`src/rtl/div_unit_pkg.sv`:
```
// div_unit_pkg: shared widths, constants and op encodings for the divider.
package div_unit_pkg;
   localparam int XLEN  = 32;
   localparam int CNT_W = 6;
   localparam logic [XLEN-1:0] INT_MIN = {1'b1, {(XLEN-1){1'b0}}};
   typedef enum logic [1:0] {
      DIV_DIV  = 2'd0,
      DIV_DIVU = 2'd1,
      DIV_REM  = 2'd2,
      DIV_REMU = 2'd3
   } div_op_e;
endpackage

```
`src/rtl/div_unit_if.sv`:
```
// div_unit_if: start/busy/valid handshake and operand/result bus of the divider.
interface div_unit_if;
   import div_unit_pkg::*;
   logic            start;
   logic            flush;
   div_op_e         op;
   logic [XLEN-1:0] a;
   logic [XLEN-1:0] b;
   logic            busy;
   logic            valid;
   logic [XLEN-1:0] result;
   modport master (output start, flush, op, a, b, input busy, valid, result);
   modport slave  (input start, flush, op, a, b, output busy, valid, result);
endinterface

```
`src/rtl/div_unit_step.sv`:
```
// div_unit_step: one restoring-division iteration producing a quotient bit.
module div_unit_step
   import div_unit_pkg::*;
(
   input  logic [XLEN-1:0] rem_i,
   input  logic            bit_i,
   input  logic [XLEN-1:0] dvs_i,
   output logic [XLEN-1:0] rem_o,
   output logic            q_o
);
   // XLEN+1-bit partial remainder so the trial subtraction keeps its borrow
   logic [XLEN:0] pr;
   assign pr    = {rem_i, bit_i};
   assign q_o   = pr >= {1'b0, dvs_i};
   assign rem_o = q_o ? XLEN'(pr - {1'b0, dvs_i}) : pr[XLEN-1:0];
endmodule

```
`src/rtl/div_unit.sv`:
```
// div_unit: multi-cycle RISC-V DIV/DIVU/REM/REMU, restoring, one quotient bit per cycle.
module div_unit
   import div_unit_pkg::*;
(
   input  logic      clk,
   input  logic      rst_n,
   div_unit_if.slave bus
);
   typedef enum logic [1:0] {S_IDLE, S_CALC, S_DONE} state_e;
   state_e           state_q, state_d;
   logic [CNT_W-1:0] cnt_q, cnt_d;
   logic [XLEN-1:0]  rem_q, rem_d, dvd_q, dvd_d, dvs_q, dvs_d, result_q, result_d;
   logic             rem_sel_q, rem_sel_d, neg_quo_q, neg_quo_d, neg_rem_q, neg_rem_d;
   logic             sgn, a_neg, b_neg, div0, ovf, st_q;
   logic [XLEN-1:0]  a_mag, b_mag, spec_res, quo_fin, fix_res, st_rem;
   assign sgn      = bus.op == DIV_DIV || bus.op == DIV_REM;
   assign a_neg    = sgn && bus.a[XLEN-1];
   assign b_neg    = sgn && bus.b[XLEN-1];
   assign a_mag    = a_neg ? -bus.a : bus.a;
   assign b_mag    = b_neg ? -bus.b : bus.b;
   assign div0     = bus.b == '0;
   assign ovf      = sgn && bus.a == INT_MIN && bus.b == '1;
   assign spec_res = bus.op[1] ? (div0 ? bus.a : '0) : (div0 ? '1 : INT_MIN);
   // dvd_q shifts dividend bits out the top while quotient bits fill the bottom
   div_unit_step u_step (
      .rem_i(rem_q),
      .bit_i(dvd_q[XLEN-1]),
      .dvs_i(dvs_q),
      .rem_o(st_rem),
      .q_o  (st_q)
   );
   assign quo_fin = {dvd_q[XLEN-2:0], st_q};
   assign fix_res = rem_sel_q ? (neg_rem_q ? -st_rem : st_rem) : (neg_quo_q ? -quo_fin : quo_fin);
   always_comb begin
      state_d   = state_q;
      cnt_d     = cnt_q;
      rem_d     = rem_q;
      dvd_d     = dvd_q;
      dvs_d     = dvs_q;
      result_d  = result_q;
      rem_sel_d = rem_sel_q;
      neg_quo_d = neg_quo_q;
      neg_rem_d = neg_rem_q;
      if (state_q == S_IDLE) begin
         if (bus.start && !bus.flush) begin
            rem_sel_d = bus.op[1];
            neg_quo_d = a_neg ^ b_neg;
            neg_rem_d = a_neg;
            dvd_d     = a_mag;
            dvs_d     = b_mag;
            rem_d     = '0;
            cnt_d     = '0;
            state_d   = (div0 || ovf) ? S_DONE : S_CALC;
            result_d  = (div0 || ovf) ? spec_res : result_q;
         end
      end else if (bus.flush) begin
         state_d = S_IDLE;
         cnt_d   = '0;
      end else if (state_q == S_CALC) begin
         rem_d = st_rem;
         dvd_d = quo_fin;
         if (cnt_q == CNT_W'(31)) begin
            cnt_d    = '0;
            state_d  = S_DONE;
            result_d = fix_res;
         end else begin
            cnt_d = cnt_q + 1'b1;
         end
      end else begin
         state_d = S_IDLE;
      end
   end
   always_ff @(posedge clk or negedge rst_n) begin
      if (!rst_n) begin
         state_q   <= S_IDLE;
         cnt_q     <= '0;
         rem_q     <= '0;
         dvd_q     <= '0;
         dvs_q     <= '0;
         result_q  <= '0;
         rem_sel_q <= 1'b0;
         neg_quo_q <= 1'b0;
         neg_rem_q <= 1'b0;
      end else begin
         state_q   <= state_d;
         cnt_q     <= cnt_d;
         rem_q     <= rem_d;
         dvd_q     <= dvd_d;
         dvs_q     <= dvs_d;
         result_q  <= result_d;
         rem_sel_q <= rem_sel_d;
         neg_quo_q <= neg_quo_d;
         neg_rem_q <= neg_rem_d;
      end
   end
   assign bus.busy   = state_q != S_IDLE;
   assign bus.valid  = state_q == S_DONE;
   assign bus.result = result_q;
endmodule
```
`src/flat_wrapper.sv`:
```
// flat-port wrapper written by rule: the top's interface ports become plain ports
module div_unit_flat import div_unit_pkg::*;
  (clk, rst_n, bus_start, bus_flush, bus_op, bus_a, bus_b, bus_busy, bus_valid, bus_result);
  div_unit_if bus_i ();
  input  logic clk;
  input  logic rst_n;
  input wire logic [$bits(bus_i.start)-1:0] bus_start;
  input wire logic [$bits(bus_i.flush)-1:0] bus_flush;
  input wire logic [$bits(bus_i.op)-1:0] bus_op;
  input wire logic [$bits(bus_i.a)-1:0] bus_a;
  input wire logic [$bits(bus_i.b)-1:0] bus_b;
  output wire logic [$bits(bus_i.busy)-1:0] bus_busy;
  output wire logic [$bits(bus_i.valid)-1:0] bus_valid;
  output wire logic [$bits(bus_i.result)-1:0] bus_result;
  assign bus_i.start = bus_start;
  assign bus_i.flush = bus_flush;
  assign bus_i.op = bus_op;
  assign bus_i.a = bus_a;
  assign bus_i.b = bus_b;
  assign bus_busy = bus_i.busy;
  assign bus_valid = bus_i.valid;
  assign bus_result = bus_i.result;
  div_unit u_core (.clk(clk), .rst_n(rst_n), .bus(bus_i));
endmodule
```
`config.mk`:
```
export PLATFORM = sky130hd
export DESIGN_NAME = div_unit_flat
export DESIGN_NICKNAME = d
export VERILOG_FILES = /design/src/rtl/div_unit_pkg.sv /design/src/rtl/div_unit_if.sv /design/src/rtl/div_unit_step.sv /design/src/rtl/div_unit.sv /design/src/flat_wrapper.sv
export SDC_FILE = /design/constraint.sdc
export NUM_CORES = 1
export LEC_CHECK = 0
export CORE_MARGIN = 3
export CORE_UTILIZATION = 64
export DETAILED_ROUTE_END_ITERATION = 6
export PLACE_DENSITY_LB_ADDON = 0.1
export RECOVER_POWER = 50
export SETUP_SLACK_MARGIN = 0.5
export SYNTH_ARGS = -nofsm -noshare
export SYNTH_HDL_FRONTEND = slang
export SYNTH_HIERARCHICAL = 1
export SYNTH_SLANG_ARGS = --single-unit
```
`constraint.sdc`:
```
create_clock -name clk -period 7.11 [get_ports clk]
set_input_delay 2.133 -clock clk [delete_from_list [all_inputs] [get_ports clk]]
set_output_delay 2.133 -clock clk [all_outputs]
set_load 0.005 [all_outputs]
```
==> qor.txt <==
Fraction of layout cells with a size suffix above 1 - 0.07517
Type of destination of the critical path - flop
Hold path startpoint - u_core/dvs_q[29]
DRC viols - 1
Core area - 17480 sq um
First-pass GRT wire length - 57690 um
Area delta synth->final - 13.70%
Latest clock arrival within the worst-skew pair - 0.43 ns
Commonest non-fill, non-tap cell in the layout - nand2_1
HP Class - flop to flop
Reg2reg end - u_core/bus.result[24]
Worst Setup Path Type - flop to flop
Worst slew margin - -0.7492
Hold buffers post-CTS - 0
Synthesized area - 11540 sq um
Initial Util - 0.6601
Violated checks - design-rule violations, max-capacitance violations, max-slew violations
Final Hold Viols - 0
Resized Gates After CTS - 0
Reg2Reg Depth - 16
TNS Setup - 0 ns
Post-Syn Instances - 1434
Setup bufs post-CTS - 0
CTS tree - built
Die W - 140.3 um
Final Max Tran Viols - 142
Worst-path fanout max - 33
Reg2Reg Launch Point - u_core/rem_q[9]
CTS sink count - 139
Initial antenna violation count - 0
PortBufs - 103
Dpl hpwl - 25930 um
Syn Nets - 1543
Reg clk slew, reported paths - 0.06 ns
Boundary Pins - 104
Post-synth EDFFs - 0
Status - complete, but fails checks
Setup violations, final - 0
Die Height - 140.3 um
Kind of start point of the critical path - flop
Worst slew pin tran - 2.624 ns
Site Rows - 48
TritonCTS Buffers - 17
Final min period - 5.781 ns
Max Clock Skew - 0.01074 ns
Largest net degree at the start of global routing - 106
ANT nets after route - 0
Commonest non-fill, non-tap cells in the layout - 168 x nand2_1, 139 x dfrtp_1, 135 x o21ai_0
F_max - 173.0 MHz
Met1 wire length - 15340 um
Fin crit share - 0.8130
First-pass DRT Iterations - 7
# H-tree levels - 4
Number of max-cap violations - 2
Distinct cells, synth - 87
Ys flop type - dfrtp_1
Detailed-route via count - 11610
Worst Hold End - u_core/dvs_q[29]
1st-iter DRT viols - 1484
GPL Wtd Cong - 0.9880
Vias in the first global route - 10720
Synth Warn # - 6
Sequential-to-total area share from yosys stat - 0.3015
Syn avg cell area - 8.045 sq um
WL per Instance - 20.99 um
Arrival @ worst endpoint - 6.09 ns
R2r setup slk - 1.33 ns
Share of flip-flops with an asynchronous set or reset - 1.000
Vias/cell - 6.767
Clk root buf - clkbuf_16
Post-synthesis sequential element count - 139
Ant. Diodes - 0
CTS max path bufs - 2
Unrepaired setup endpoints after global routing - false
Met2 Routed Length - 15750 um
WP data required - 7.42 ns
Routed wire length - 35990 um
Top metal layer carrying routed signals - met4
Total GRT Usage - 0.3638
Worst Hold Path Cells - 2
GR Overflow Total - 0
Die ar. - 19670 sq um
Final net count - 1587
Met3 WL - 3925 um
[synthesized netlist by cell type, types with 9 or more instances]
master,number,area share
xnor2_1,83,0.063
o21ai_0,136,0.059
nand4_1,25,0.014
mux2_2,26,0.025
o22ai_1,18,0.0098
ha_1,38,0.041
mux2_4,9,0.012
o31ai_1,30,0.020
nand3_1,22,0.0095
dfrtp_1,139,0.30
nand2_1,169,0.055
nor3_1,35,0.015
nand2b_1,12,0.0065
nor2b_1,14,0.0076
or4_1,17,0.011
or3_1,9,0.0049
o41ai_1,21,0.016
nor2_1,101,0.033
and3_1,16,0.0087
a21o_1,14,0.0091
nor4_1,20,0.011
o221ai_1,9,0.0068
inv_1,71,0.023
a31oi_1,22,0.012
a21oi_1,89,0.039
xor2_1,49,0.037
o2bb2ai_1,13,0.0099
clkbuf_1,74,0.024
[cell type report]
cell class                      instances  area, sq um
Clock buffer                           20        456.7
Clock inverter                         11        121.4
Fill cell                            1349         4360
Inverter                               74        277.8
Multi-Input combinational cell       1130         7381
Sequential cell                       139         3478
Tap cell                              225        281.5
Timing Repair Buffer                  116         1120
[flip-flops by register name, indices dropped and copies added, names as in the netlist]
signal,flops
u_core/neg_rem_q,1
u_core/rem_sel_q,1
u_core/dvd_q,32
u_core/state_q,2
u_core/bus.result,32
u_core/dvs_q,32
u_core/cnt_q,6
u_core/neg_quo_q,1
u_core/rem_q,32
[kinds of logic after synthesis]
group           count (synthesis)  share of synthesized area
flops                         139                     0.3015
xor+xnor                      132                     0.1002
compound gates                436                     0.2472
mux                            43                    0.04403
buf+inv                       165                    0.05911
fa+ha+maj                      39                    0.04295
simple gates                  480                     0.2050
[how the worst max path moves through the flow]
| stage | to | start | slack [ns] |
|---|---|---|---|
| 6_report | u_core/bus.result[24] | u_core/rem_q[9] | 1.33 |
| 3_5_place_dp | u_core/bus.result[23] | bus_b[1] | 1.19 |
| 5_1_grt | u_core/bus.result[24] | rst_n | 0.95 |
| 2_1_floorplan | u_core/bus.result[31] | u_core/rem_q[9] | 2.32 |
| 3_3_place_gp | u_core/bus.result[23] | bus_b[0] | 1.29 |
| 4_1_cts | u_core/bus.result[24] | u_core/rem_q[9] | 1.38 |
[per-layer routing]
layer | up-vias | global-route usage
met5 | - | 0
met4 | 0 | 0.1137
met3 | 80 | 0.08091
met2 | 720 | 0.5451
met1 | 5504 | 0.5270
li1 | 5301 | -
[worst max-delay path, cell delays in order (launching register included)]
cell and delay [ns]:
dfrtp_1 0.40, ha_1 0.42, nand4_1 0.19, nor3_1 0.37, o211ai_1 0.19, nor4b_4 0.18, o21ai_2 0.17, a31oi_4 0.12
o21a_4 0.26, inv_2 0.59, mux2_2 0.47, or4_4 0.56, or4b_1 0.78, o41ai_4 0.43, xor2_1 0.18, nand2_1 0.08
a32o_1 0.24
[metrics by stage]
step / instance area (sq um) / setup slack [ns] / hold slack (ns) / util / cells
CTS: 13130 / 1.379 / 0.4846 / 0.7511 / 1715
detailed placement: 12550 / 1.191 / 0.4722 / 0.7180 / 1684
floorplan: 11540 / 2.318 / 0.4464 / - / 1434
global route: 13120 / 0.9452 / 0.5053 / 0.7505 / 1715
finish: 13120 / 1.329 / 0.4799 / 0.7505 / 1715
global placement: 12550 / 1.290 / 0.4628 / 0.7180 / 1684
Power is left out: the tool's default activity adds up to more than one toggle a clock period on the data nets, which glitch-free logic cannot reach.
